==> config.mk <==
export PLATFORM = sky130hd
export DESIGN_NAME = dac_push
export DESIGN_NICKNAME = d
export VERILOG_FILES = /design/src/rtl/dac_push.sv
export SDC_FILE = /design/constraint.sdc
export NUM_CORES = 1
export LEC_CHECK = 0
export BUFFER_PORTS_ARGS = -buffer_cell sky130_fd_sc_hd__buf_2
export CAP_MARGIN = 20
export CORE_MARGIN = 2
export CORE_UTILIZATION = 52
export CTS_CLUSTER_SIZE = 28
export DETAILED_ROUTE_END_ITERATION = 10
export PLACE_DENSITY = 0.75
export SYNTH_ARGS = -nofsm -noshare
export SYNTH_HDL_FRONTEND = slang
export SYNTH_SLANG_ARGS = --single-unit
==> constraint.sdc <==
create_clock -name clk -period 1.9 [get_ports clk]
set_clock_uncertainty 0.05 [all_clocks]
set_input_delay 0.19 -clock clk [delete_from_list [all_inputs] [get_ports clk]]
set_output_delay 0.19 -clock clk [all_outputs]
set_load 0.05 [all_outputs]
==> src/rtl/dac_push.sv <==
// ---------------------------------------------------------------------------
// dac_push -- pushes one 16-bit command frame {channel, 2'b11, data_in} to a
// serial DAC over an SPI mode-0 link (SCLK idles low, MOSI MSB first).
//
// Parameters
//   HALF_PERIOD : clk cycles per dac_sclk half-period (1..255).
//
// Ports
//   clk      in   single clock, everything on posedge
//   reset    in   synchronous, active-high
//   data_in  in   12-bit DAC sample code
//   channel  in   2-bit DAC channel select
//   valid    in   request to send data_in/channel
//   ready    out  idle and able to accept a request
//   dac_cs_n out  active-low chip select
//   dac_sclk out  serial clock
//   dac_mosi out  serial data, MSB first
//   done     out  one-cycle pulse when the frame has been shifted out
//
// Frame timing: SETUP (1 half-period) + 16 x (high + low half-periods) keeps
// cs_n low for 33*HALF_PERIOD cycles, followed by a GAP half-period with cs_n
// high, then one IDLE cycle with ready=1 before the next frame can start.
// ---------------------------------------------------------------------------
module dac_push #(
    parameter int HALF_PERIOD = 50
) (
    input  logic        clk,
    input  logic        reset,
    input  logic [11:0] data_in,
    input  logic [1:0]  channel,
    input  logic        valid,
    output logic        ready,
    output logic        dac_cs_n,
    output logic        dac_sclk,
    output logic        dac_mosi,
    output logic        done
);

    localparam logic [2:0] S_IDLE     = 3'd0;
    localparam logic [2:0] S_SETUP    = 3'd1;
    localparam logic [2:0] S_SHIFT_HI = 3'd2;
    localparam logic [2:0] S_SHIFT_LO = 3'd3;
    localparam logic [2:0] S_GAP      = 3'd4;

    localparam logic [7:0] HP_RELOAD = 8'(HALF_PERIOD - 1);

    logic [2:0]  state_q, state_d;
    logic [7:0]  hcnt_q,  hcnt_d;
    logic [3:0]  bit_q,   bit_d;
    logic [15:0] shift_q, shift_d;
    logic        ready_q, ready_d;
    logic        cs_n_q,  cs_n_d;
    logic        sclk_q,  sclk_d;
    logic        done_q,  done_d;
    logic        hp_end;

    assign hp_end = (hcnt_q == 8'd0);

    always_comb begin
        state_d = state_q;
        bit_d   = bit_q;
        shift_d = shift_q;

        case (state_q)
            S_IDLE: begin
                // ready_q is only ever 1 in IDLE, so it doubles as the handshake qualifier
                if (ready_q && valid) begin
                    state_d = S_SETUP;
                    shift_d = {channel, 2'b11, data_in};
                    bit_d   = 4'd0;
                end
            end
            S_SETUP: begin
                if (hp_end) state_d = S_SHIFT_HI;
            end
            S_SHIFT_HI: begin
                if (hp_end) begin
                    state_d = S_SHIFT_LO;
                    bit_d   = 4'(bit_q + 4'd1);
                    // Advance MOSI on the falling edge, except after bit 0,
                    // which is held through the final low phase.
                    if (bit_q != 4'd15) shift_d = {shift_q[14:0], 1'b0};
                end
            end
            S_SHIFT_LO: begin
                if (hp_end) begin
                    // bit_q wrapped to 0 after the 16th high phase
                    if (bit_q == 4'd0) begin
                        state_d = S_GAP;
                        shift_d = '0;
                    end else begin
                        state_d = S_SHIFT_HI;
                    end
                end
            end
            S_GAP: begin
                if (hp_end) state_d = S_IDLE;
            end
            default: begin
                state_d = S_IDLE;
                shift_d = '0;
            end
        endcase

        // Half-period counter: reload on every state change, otherwise count
        // down and stick at zero.
        if (state_d != state_q) begin
            hcnt_d = HP_RELOAD;
        end else if (!hp_end) begin
            hcnt_d = hcnt_q - 8'd1;
        end else begin
            hcnt_d = hcnt_q;
        end

        // Outputs are registered copies of what the next state implies.
        ready_d = (state_d == S_IDLE);
        cs_n_d  = !((state_d == S_SETUP) || (state_d == S_SHIFT_HI) ||
                    (state_d == S_SHIFT_LO));
        sclk_d  = (state_d == S_SHIFT_HI);
        done_d  = (state_d == S_GAP) && (state_q != S_GAP);
    end

    always_ff @(posedge clk) begin
        if (reset) begin
            state_q <= S_IDLE;
            hcnt_q  <= '0;
            bit_q   <= '0;
            shift_q <= '0;
            ready_q <= 1'b0;
            cs_n_q  <= 1'b1;
            sclk_q  <= 1'b0;
            done_q  <= 1'b0;
        end else begin
            state_q <= state_d;
            hcnt_q  <= hcnt_d;
            bit_q   <= bit_d;
            shift_q <= shift_d;
            ready_q <= ready_d;
            cs_n_q  <= cs_n_d;
            sclk_q  <= sclk_d;
            done_q  <= done_d;
        end
    end

    assign ready    = ready_q;
    assign dac_cs_n = cs_n_q;
    assign dac_sclk = sclk_q;
    // The shift register is cleared on GAP entry and reset, so its MSB is
    // already the registered MOSI value in every state.
    assign dac_mosi = shift_q[15];
    assign done     = done_q;

endmodule
After elaboration in Yosys (flattened, before gate mapping)
Index checks and enable logic that the tools add are counted.
{"block": "op_classes", "div_mod_pow": 0, "n_addsub": 2, "magnitude_cmp": 0, "n_mux": 18, "n_mul": 0, "reduce_logical": 14, "shifts": 0, "n_eq_ne": 17, "bitwise": 1}
{"operator": "16-bit 2-to-1 mux", "n": 5}
{"operator": "16-bit one-hot mux with 4 select lines", "n": 1}
{"operator": "3-bit 2-to-1 mux", "n": 6}
{"operator": "3-bit one-hot mux with 5 select lines", "n": 1}
{"operator": "3-bit by 2-bit == test with 1-bit output (second input constant)", "n": 4}
{"operator": "6-bit 2-to-1 mux", "n": 2}
{"operator": "2-bit inequality test (second input constant)", "n": 5}
{"operator": "8-bit logical NOT", "n": 1}
{"operator": "4-bit 2-to-1 mux", "n": 2}
{"operator": "4-bit one-hot mux with 2 select lines", "n": 1}
{"operator": "8-bit by 1-bit subtractor with 8-bit output (second input constant)", "n": 1}
{"operator": "3-bit by 1-bit == test with 1-bit output (second input constant)", "n": 2}
{"operator": "3-bit == test (second input constant)", "n": 2}
{"operator": "3-bit logical NOT", "n": 2}
{"operator": "6-bit AND reduction", "n": 1}
{"operator": "4-bit by 1-bit adder with 4-bit output (second input constant)", "n": 1}
{"operator": "4-bit logical NOT", "n": 1}
{"operator": "4-bit inequality test (second input constant)", "n": 1}
{"operator": "2-bit OR reduction", "n": 2}
{"operator": "3-bit inequality test", "n": 1}
{"operator": "3-bit inequality test (second input constant)", "n": 1}
{"operator": "3-bit AND reduction", "n": 1}
{"operator": "1-bit logical AND", "n": 2}
{"operator": "1-bit logical OR", "n": 2}
{"operator": "4 further kinds", "n": 4}
{"block": "totals", "reg_bits": 35, "ram_bits": 0, "elab_cells": 61, "latch_bits": 0, "memories": 0, "romBits": 0, "inputBits": 17, "out_inout_bits": 5}

Longest topological paths before layout
Gate-level depths: netlist (run 1).
{"block": "logic_depth", "word_depth": 8, "ltp_mapped": 7}

Worst setup path before layout (run 1)
Ideal clock, no wire load.
{"block": "synth_timing", "path_kind": "register to register", "startpoint": "register hcnt_q[0]", "endpoint": "register shift_q[12]", "period_less_slack_ns": 1.884, "setup_time_ns": 0.122, "required_time_ns": 1.728, "path_stages_with_launch": 8, "slack_ns": 0.016, "path_buffers": 1, "arrival_ns": 1.713, "path_cell_list": "dfxtp_1 inv_1 ha_1 or3b_2 nor2_8 o211ai_4 buf_6 mux2i_1"}
{"block": "synth_between", "elab_chain_len": 3}
{"item": "from (decl)", "line": "48", "text": "logic [7:0] hcnt_q, hcnt_d;"}
{"item": "from (signal assigned)", "line": "135", "text": "hcnt_q <= hcnt_d;"}
{"item": "8-bit logical NOT *", "line": "57", "text": "assign hp_end = (hcnt_q == 8'd0);"}
{"item": "2-bit inequality test (no line)"}
{"item": "6-bit AND reduction (no line) *"}
{"item": "to (signal assigned)", "line": "137", "text": "shift_q <= shift_d;"}
{"item": "to (decl)", "line": "50", "text": "logic [15:0] shift_q, shift_d;"}
Every way passes the cells marked *; elsewhere a longest branch is shown, timed or not.
A chain may end at the register's enable or synchronous reset.

Final worst setup path (run 1)
{"block": "layout_timing", "startpoint": "register hcnt_q[0]", "endpoint": "register shift_q[8]"}
Same word-level chain as after synthesis.

==> out/results.ini, run 1 <==
[clocking]
htreeDepth=2
cts_tree=yes
ctsRootBufferMaster=clkbuf_4
clk_pin_slew_ns=0.12
cts_hold_buffers=0
cts_buffers=5
cts_sinks=35
clk_latency_ns=0.34
clockBufferDepth=2

[critical_path]
cp_max_fo=16
worstSetupPathType=flop to flop
cp.required_ns=2.10
critical_path.top_delay_family=simple AND/OR/NAND/NOR gates
crit_arrival_ns=2.02
path_depth=8
crit_start=hcnt_q[0]$_SDFFE_PP0P_
crit_buf_inv=3
ff2ff_path_depth=8
path_cells=inv_1 > ha_2 > or3b_4 > buf_12 > nor2_8 > o211ai_4 > buf_12 > mux2i_2
cpMaxStageDelayCell=or3b_4
crit_path_end_kind=flop
reg2reg_from=hcnt_q[0]$_SDFFE_PP0P_
cpPeakStageDelay_ns=0.43
crit_top_cell=buf_12
cp-start-kind=flop

[route]
drc=0
ant_nets=0
via_per_inst=5.38
drt_wl_total_um=3960
num_vias=1560
wl_per_cell_um=13.6
drt_iter0_markers=79
dr.pass1.iters=4

[logic_synthesis]
netlist_instances=201
syn_nets=222
async_reset_ff_frac=0
synth_area_um2=1850
ys_ff_latch=35
syn_area_per_cell_um2=9.21
synth_edf_count=0
yosysWarnings=0
ys.flop_type=dfxtp_1
yosysUniqueCellTypes=41
synth-seq-area-share=0.379

[cells_and_area]
syn2layout_area_growth_pct=24.3
drive_gt1_frac=0.344
final_common_cell=dfxtp_1
most-common-layout-cells=34 x dfxtp_1, 31 x nand2_1, 22 x buf_4
seq_area_um2=702
fill_cells=250
nNetsFinal=264
postLayoutCoreUtil=0.678
multi_input_area_um2=1100
diodes=0

[worst_hold_path]
holdPathStages=3
holdCritStartpoint=data_in[0]
worst_hold_path_type=input pin to flop

[power_and_ir_drop]
p_total_mw=3.10
power.density_nw_per_um2=1350
ir_worst_vdd_v=0.000755
p_leak_nw=1.03

[place]
place_ws_ns=0.0227
port_buffers=21
gp_congestion=0.820
dp_hpwl_um=2770

[sta]
min_period_ns=1.82
worst_pin_slew_ns=0.400
slew_headroom=0.733
rsz0062_at_grt=no
setup_viol=0
tns_ns=0
setup_ws_ns=0.0807
finalCritPeriodShare=0.958
final_max_slew_viol_count=0
hold_viol=0
max_freq_mhz=550

[floorplan]
initial_core_util=0.546
die_w_um=63.7
dieHeight_um=63.7
coreArea_um2=3390
die_area_um2=4050
placementRows=21
num_io_pins=22

[job]
cap_violations=0

[global_route]
grt_overflow=0
grtUsageTotal=0.209
grt_pass1_wl_um=6570
antenna_found_initial=0
grt_pass1_vias=1488
grt_max_degree=21

[outcome]
status=complete, no violations

[through the flow]
step                cell area, um^2  hold WS [ns]  std cells
finish                         2300        0.0628        290
global route                   2300        0.0529        290
CTS                            2250        0.0564        289
detailed placement             2160         0.397        281
global placement               2160         0.393        281
floorplan                      1850         0.291        201
[worst min-delay path, stage by stage]
cell and delay (ns):
buf_2 0.10, nand3_1 0.06, mux2i_1 0.06
[worst paths after layout]
check	end	slack (ns)
setup / recovery	shift_q[8]$_SDFFE_PP0P_	0.08
hold / removal	shift_q[0]$_SDFFE_PP0P_	0.06
setup reg to reg	shift_q[8]$_SDFFE_PP0P_	0.08
hold reg to reg	shift_q[4]$_SDFFE_PP0P_	0.41
[synth_stat cells, types with 2 or more instances]
master	instances	area [um^2]
nand2b_1	4	25.0
nor3_1	10	50.1
ha_1	4	50.1
nor3b_1	3	22.5
inv_1	8	30.0
clkbuf_1	7	26.3
nand3_1	10	50.1
or3_1	2	12.5
a31oi_1	3	18.8
buf_6	2	22.5
nor2_1	7	26.3
a2111oi_0	2	17.5
a41o_1	2	20.0
or4bb_1	2	22.5
mux2i_1	18	180
o21ai_0	2	10.0
nor4_2	2	25.0
and3_1	2	12.5
dfxtp_1	35	701
nand2_1	31	116
mux2_2	13	146
a311oi_1	2	17.5
xnor2_1	5	43.8
a21oi_1	6	30.0
o311ai_1	2	17.5
and2_1	2	12.5
[routing by layer]
layer	GRT usage	vias to the layer above	part of all wire
met5	0	-	0
met4	0.101	0	0.016
met3	0.0482	8	0.051
met2	0.332	39	0.46
met1	0.267	715	0.47
li1	-	798	-
[state kept, by name, summed over array words and instances, names as in the netlist]
register / cells
shift_q: 16
hcnt_q: 8
bit_q: 4
state_q: 3
dac_cs_n: 1
dac_sclk: 1
done: 1
ready: 1
[power breakdown]
group	leakage [nW]	internal, mW	switching, mW
Clock	0.0452	0.277	0.258
Combinational	0.696	0.764	0.826
Sequential	0.285	0.886	0.0873
[logic make-up after synthesis]
kind of cell    Yosys count  synth area share
simple gates             82             0.238
xor+xnor                  5            0.0237
flops                    35             0.379
fa+ha+maj                 4            0.0270
mux                      31             0.176
compound gates           25             0.109
buf+inv                  19            0.0473
[timing repair]
action	in CTS	in global routing
endpoints found under the setup margin	6	4
pin swaps	0	1
setup buffers	0	1
resized for setup	2	9
[cell type report]
type                            instances  share of cell area
Multi-Input combinational cell        147               0.478
Sequential cell                        35               0.305
Clock buffer                            5              0.0163
Tap cell                               46              0.0250
Clock inverter                          3              0.0190
Timing Repair Buffer                   46               0.144
Inverter                                8              0.0131
Note: power is estimated with default switching activity, not from simulation.
==> run 2: changes to the inputs <==
- ABC_AREA: default -> 1
==> run 2 against run 1 <==
Net effect: combinational power up 6%; largest power group unchanged; largest cell class unchanged; global-route usage down 0.68 points; die area down 0.44%; critical path depth up 1; final cell count up 21%; synthesized cell count up 38%; final area down 8.1%; worst hold slack worse by 0.018 ns; critical endpoint is now hcnt_q[6]$_SDFFE_PP0P_; core utilization down 5.0 points.
==> out/results.ini, run 2 <==
[outcome]
status=complete, no violations

[logic_synthesis]
yosys.area.top_type=dfxtp_1
synth-seq-area-share=0.380  ; +0.00180
syn_area_per_cell_um2=6.63  ; -28%
synth_most_common_cell=nand2_1
ys_ff_latch=35  ; unchanged
yosysTopAreaCellShare=0.380  ; +0.00180
ys.flop_type=dfxtp_1
yosysWarnings=0  ; unchanged
syn_nets=299  ; +35%
synth_area_um2=1840  ; -0.47%
async_reset_ff_frac=0  ; unchanged
synth_edf_count=0  ; unchanged
synth_area_leaders=dfxtp_1 38%, nand2_1 13%, nor2_1 11%
netlist_instances=278  ; +38%
yosys-top-cells-count=65 x nand2_1, 53 x nor2_1, 42 x inv_1, 35 x dfxtp_1, 17 x nand3_1
yosysUniqueCellTypes=23  ; -44%

[global_route]
grt_pass1_wl_um=6450  ; -1.8%
antenna_found_initial=0  ; unchanged
grtUsageTotal=0.202  ; -0.00684
grt_overflow=0  ; unchanged
use_met3=0.0500  ; +0.00179
grt_max_degree=31  ; +48%
grt_busiest_layer=met2
grt_use_met2=0.324  ; -0.00789
grt_pass1_vias=1511  ; +1.5%
met1_usage=0.254  ; -0.0133

[place]
dp_hpwl_um=2480  ; -11%
place_ws_ns=0.147  ; +0.125 ns
gp_congestion=0.827  ; +0.84%
port_buffers=21  ; unchanged

[route]
drt_iter0_markers=118  ; +49%
drt_wl_total_um=3510  ; -11%
dr.pass1.iters=4  ; unchanged
via_per_inst=4.81  ; -11%
ant_nets=0  ; unchanged
num_vias=1693  ; +8.5%
wl_per_cell_um=9.96  ; -27%
drc=0  ; unchanged

[critical_path]
crit_path_end_kind=flop
cp.required_ns=2.13  ; +0.03 ns
cp-start-kind=flop
crit_arrival_ns=1.92  ; -0.10 ns
cp_max_fo=5  ; -11
worstSetupPathType=flop to flop
ff2ff_setup_slack_ns=0.22  ; +0.13 ns

[cells_and_area]
top_register=shift_q
final_common_cell=nand2_1
fill_cells=353  ; +41%
reg_top3=shift_q (16), hcnt_q (8), bit_q (4)
largest_reg_flops=16  ; unchanged
diodes=0  ; unchanged
drive_gt1_frac=0.167  ; -0.178
most-common-layout-cells=65 x nand2_1, 52 x nor2_1, 42 x inv_1
nNetsFinal=326  ; +23%
postLayoutCoreUtil=0.628  ; -0.0501
syn2layout_area_growth_pct=14.7

[sta]
slew_headroom=0.618  ; -0.115
setup_ws_ns=0.216  ; +0.135 ns
rsz0062_at_grt=no
finalCritPeriodShare=0.887  ; -0.0709
min_period_ns=1.68  ; -0.135 ns
worst_pin_slew_ns=0.573  ; +0.172 ns
setup_viol=0  ; unchanged
hold_viol=0  ; unchanged
tns_ns=0  ; unchanged
max_freq_mhz=594  ; +8.0%
final_max_slew_viol_count=0  ; unchanged

[clocking]
ctsRootBufferMaster=clkbuf_4
clk_pin_slew_ns=0.12  ; about the same
clockBufferDepth=2  ; unchanged
cts_hold_buffers=0  ; unchanged
cts_buffers=5  ; unchanged
htreeDepth=2  ; unchanged
clk_latency_ns=0.35  ; about the same
cts_sinks=35  ; unchanged
cts_tree=yes

[job]
cap_violations=0  ; unchanged

[power_and_ir_drop]
p_leak_nw=1.13  ; +10%
power.density_nw_per_um2=1610  ; +19%
ir_worst_vdd_v=0.000744  ; -1.4%

[floorplan]
die_w_um=63.5  ; -0.22%
initial_core_util=0.548  ; +0.00166
num_io_pins=22  ; unchanged
coreArea_um2=3360  ; -0.78%
die_area_um2=4030  ; -0.44%
placementRows=21  ; unchanged
dieHeight_um=63.5  ; -0.22%

[worst_hold_path]
worst_hold_path_type=input pin to flop

-- run 2: cell count changes in the layout (fill, tap and decap cells not counted), sizes merged, moves of 13 or more --
cell,before,now
nor2,9,58
inv,8,46
nand2,31,68
buf,46,27
mux2i,18,0
a22o,0,13
mux2,13,0
-- run 2: routing by layer --
layer	share of wire	vias to the layer above
met3	0.044	8
met5	0	-
met4	0.018	0
met1	0.51	736
li1	-	919
met2	0.43	30
-- run 2: cells by family after synthesis --
kind of cell             Yosys count  share of synthesized area
AND/OR/NAND/NOR                  151                      0.345
buffers and inverters             53                      0.118
flip-flops                        35                      0.380
AO/OA/AOI/OAI                     34                      0.124
adder cells (fa/ha/maj)            4                     0.0272
XOR/XNOR                           1                    0.00476
-- run 2: final timing paths --
| path | depth (start not counted) | start | to |
|---|---|---|---|
| worst max-delay path | 9 | hcnt_q[0]$_SDFFE_PP0P_ | hcnt_q[6]$_SDFFE_PP0P_ |
| worst min-delay path | 2 | reset | shift_q[0]$_SDFFE_PP0P_ |
| worst max register to register | 9 | hcnt_q[0]$_SDFFE_PP0P_ | hcnt_q[6]$_SDFFE_PP0P_ |
| worst min register to register | 2 | bit_q[3]$_SDFFE_PP0P_ | bit_q[3]$_SDFFE_PP0P_ |
-- run 2: cell type report --
class | count | area (um^2) | share of cell area
clock buffer | 6 | 51.3 | 0.0243
sequential | 35 | 701 | 0.332
timing repair buffer | 27 | 163 | 0.0770
tap | 46 | 57.6 | 0.0272
clock inverter | 2 | 35.0 | 0.0166
multi-input combinational | 190 | 933 | 0.442
inverter | 46 | 173 | 0.0817
-- run 2: what timing repair did --
action / 4_1_cts / 5_1_grt
resized for setup: 0 / 2
endpoints found under the setup margin: 0 / 14
buffers inserted: 0 / 2
-- run 2: through the flow --
| stage | cell area (um^2) | std cells | total power, mW | hold WS (ns) |
|---|---|---|---|---|
| after floorplan | 1840 | 278 | 2.48 | 0.209 |
| after global placement | 2000 | 342 | 2.76 | 0.417 |
| after detailed placement | 2000 | 342 | 2.78 | 0.418 |
| after CTS | 2090 | 350 | 3.35 | 0.0409 |
| after global routing | 2110 | 352 | 3.74 | 0.0417 |
| final | 2110 | 352 | 3.39 | 0.0452 |
-- run 2: critical path: stages, from the launching register on --
cell and delay [ns]:
dfxtp_1 0.35, inv_1 0.08, ha_1 0.22, inv_1 0.06
nor2_1 0.06, nand3_1 0.10, nand2_1 0.16, o21bai_2 0.23
nand3_1 0.20, nor2_1 0.12
-- run 2: where the power goes --
part | switching, mW | total [mW] | internal, mW
registers | 0.142 | 1.13 | 0.990
clock network | 0.258 | 0.569 | 0.311
logic | 1.05 | 1.69 | 0.645
total | 1.45 | 3.39 | 1.95
==> run 3: changes to the inputs <==
- MAX_ROUTING_LAYER: default -> met4
==> run 3 against run 2 <==
Net effect: fmax barely moved; non-clock buffer count did not move; worst setup slack improved by 0.00077 ns; count of clock-buffer cells in the layout did not move; sequential share of layout area did not move; critical endpoint unchanged; core utilization did not move; register-to-register slack barely moved; first-iteration DRC count rose by 10%; global-route usage rose by 0.56 points; largest cell class unchanged; routed wire length rose by 0.31%; sequential power barely moved.
==> out/results.ini, run 3 (synthesis results as in run 2) <==
[route]
drt_iter0_markers=130  ; +10%
drc=0  ; unchanged
ant_nets=0  ; unchanged
via_per_inst=4.82  ; +0.24%
num_vias=1697  ; +0.24%
drt_wl_total_um=3520  ; +0.31%
wl_per_cell_um=9.99  ; +0.31%
dr.pass1.iters=4  ; unchanged

[global_route]
met1_usage=0.254  ; unchanged
use_met3=0.0500  ; unchanged
grt_pass1_wl_um=6440  ; -0.11%
antenna_found_initial=0  ; unchanged
grt_overflow=0  ; unchanged
grt_use_met2=0.324  ; unchanged
grt_pass1_vias=1512  ; +0.066%
grt_max_degree=31  ; unchanged
grtUsageTotal=0.208  ; +0.00564
grt_busiest_layer=met2

[outcome]
status=complete, no violations

[sta]
min_period_ns=1.68  ; -0.000775 ns
hold_ws_ns=0.0464  ; +0.00119 ns
final_max_slew_viol_count=0  ; unchanged
tns_ns=0  ; unchanged
max_freq_mhz=594  ; about the same
setup_ws_ns=0.216  ; +0.000775 ns
slew_headroom=0.620  ; +0.00168
setup_viol=0  ; unchanged
worst_pin_slew_ns=0.570  ; -0.00251 ns
hold_viol=0  ; unchanged
rsz0062_at_grt=no
finalCritPeriodShare=0.886  ; about the same

[cells_and_area]
reg_top3=shift_q (16), hcnt_q (8), bit_q (4)
largest_reg_flops=16  ; unchanged
syn2layout_area_growth_pct=14.7  ; unchanged
diodes=0  ; unchanged
most-common-layout-cells=65 x nand2_1, 52 x nor2_1, 42 x inv_1
top_register=shift_q
final_cell_count_no_fill=352  ; unchanged
nNetsFinal=326  ; unchanged
drive_gt1_frac=0.167  ; unchanged
final_common_cell=nand2_1

[critical_path]
crit_arrival_ns=1.91  ; about the same
reg2reg_from=hcnt_q[0]$_SDFFE_PP0P_
crit_path_end_kind=flop
cp.required_ns=2.13  ; about the same
cp_max_fo=5  ; unchanged
ff2ff_path_depth=9  ; unchanged
crit_start=hcnt_q[0]$_SDFFE_PP0P_
ff2ff_setup_slack_ns=0.22  ; about the same
r2r_end=hcnt_q[6]$_SDFFE_PP0P_
worstSetupPathType=flop to flop
cp-start-kind=flop
worstSetupEndpoint=hcnt_q[6]$_SDFFE_PP0P_

[power_and_ir_drop]
swShare=0.427  ; about the same
internal_power_mw=1.95  ; about the same
ir_worst_vdd_v=0.000744  ; about the same
p_sw_mw=1.45  ; about the same
power.density_nw_per_um2=1610  ; about the same
power_frac_seq=0.334  ; about the same
p_total_mw=3.39  ; about the same
p_clk_frac=0.167  ; about the same
p_leak_nw=1.13  ; unchanged
power_frac_comb=0.499  ; about the same

[clocking]
ctsRootBufferMaster=clkbuf_4
cts_buffers=5  ; unchanged
clk_pin_slew_ns=0.12  ; about the same
clk_latency_ns=0.35  ; about the same
htreeDepth=2  ; unchanged
cts_sinks=35  ; unchanged
cts_tree=yes
clockBufferDepth=2  ; unchanged

[place]
gp_congestion=0.840  ; +1.5%
place_ws_ns=0.147  ; unchanged
dp_cells=342  ; unchanged
dp_hpwl_um=2480  ; unchanged
port_buffers=21  ; unchanged

[worst_hold_path]
worst_hold_path_type=input pin to flop

[floorplan]
coreArea_um2=3360  ; unchanged
initial_core_util=0.548  ; unchanged
num_io_pins=22  ; unchanged
placementRows=21  ; unchanged
die_w_um=63.5  ; unchanged
dieHeight_um=63.5  ; unchanged
die_area_um2=4030  ; unchanged

[job]
cap_violations=0  ; unchanged

==> run 3: metrics by stage <==
stage                     area (um^2)  utilization
after global placement           2000        0.595
after global routing             2110        0.628
after floorplan                  1840            -
after detailed placement         2000        0.595
after CTS                        2090        0.621
final                            2110        0.628
==> run 3: what timing repair did <==
item / CTS / global route
buffers inserted: 0 / 2
gates resized for setup: 0 / 2
hold buffers: 0 / 0
endpoints found under the setup margin: 0 / 14
==> run 3: worst max-delay path: stages (launching register included) <==
cell	delay, ns
dfxtp_1	0.35
inv_1	0.08
ha_1	0.22
inv_1	0.06
nor2_1	0.06
nand3_1	0.10
nand2_1	0.16
o21bai_2	0.23
nand3_1	0.20
nor2_1	0.12
==> run 3: final cells by class <==
class / count / area [um^2]
clock buffer: 6 / 51.3
tap: 46 / 57.6
sequential: 35 / 701
multi-input combinational: 190 / 933
inverter: 46 / 173
clock inverter: 2 / 35.0
fill: 353 / 1250
timing repair buffer: 27 / 163
==> run 3: worst min path at each step <==
stage                     startpoint                      end  slack, ns  depth (start not counted)
final                          reset  shift_q[0]$_SDFFE_PP0P_       0.05                          2
after global routing           reset  shift_q[0]$_SDFFE_PP0P_       0.04                          2
after CTS                      reset  shift_q[0]$_SDFFE_PP0P_       0.04                          2
after detailed placement       reset    bit_q[3]$_SDFFE_PP0P_       0.42                          2
after global placement         reset    bit_q[1]$_SDFFE_PP0P_       0.42                          2
after floorplan                reset    bit_q[1]$_SDFFE_PP0P_       0.21                          1
==> run 3: power by group through the flow <==
stage,Sequential [mW],Clock [mW],Combinational (mW)
after floorplan,1.21,0,1.27
after global placement,1.14,0,1.62
after detailed placement,1.15,0,1.63
after CTS,1.13,0.580,1.64
after global routing,1.17,0.617,1.96
final,1.13,0.568,1.69
==> run 3: routing by layer <==
layer / vias to the layer above / share of wire
met1: 740 / 0.50
met3: 8 / 0.046
li1: 919 / -
met4: 0 / 0.017
met5: - / 0
met2: 30 / 0.43
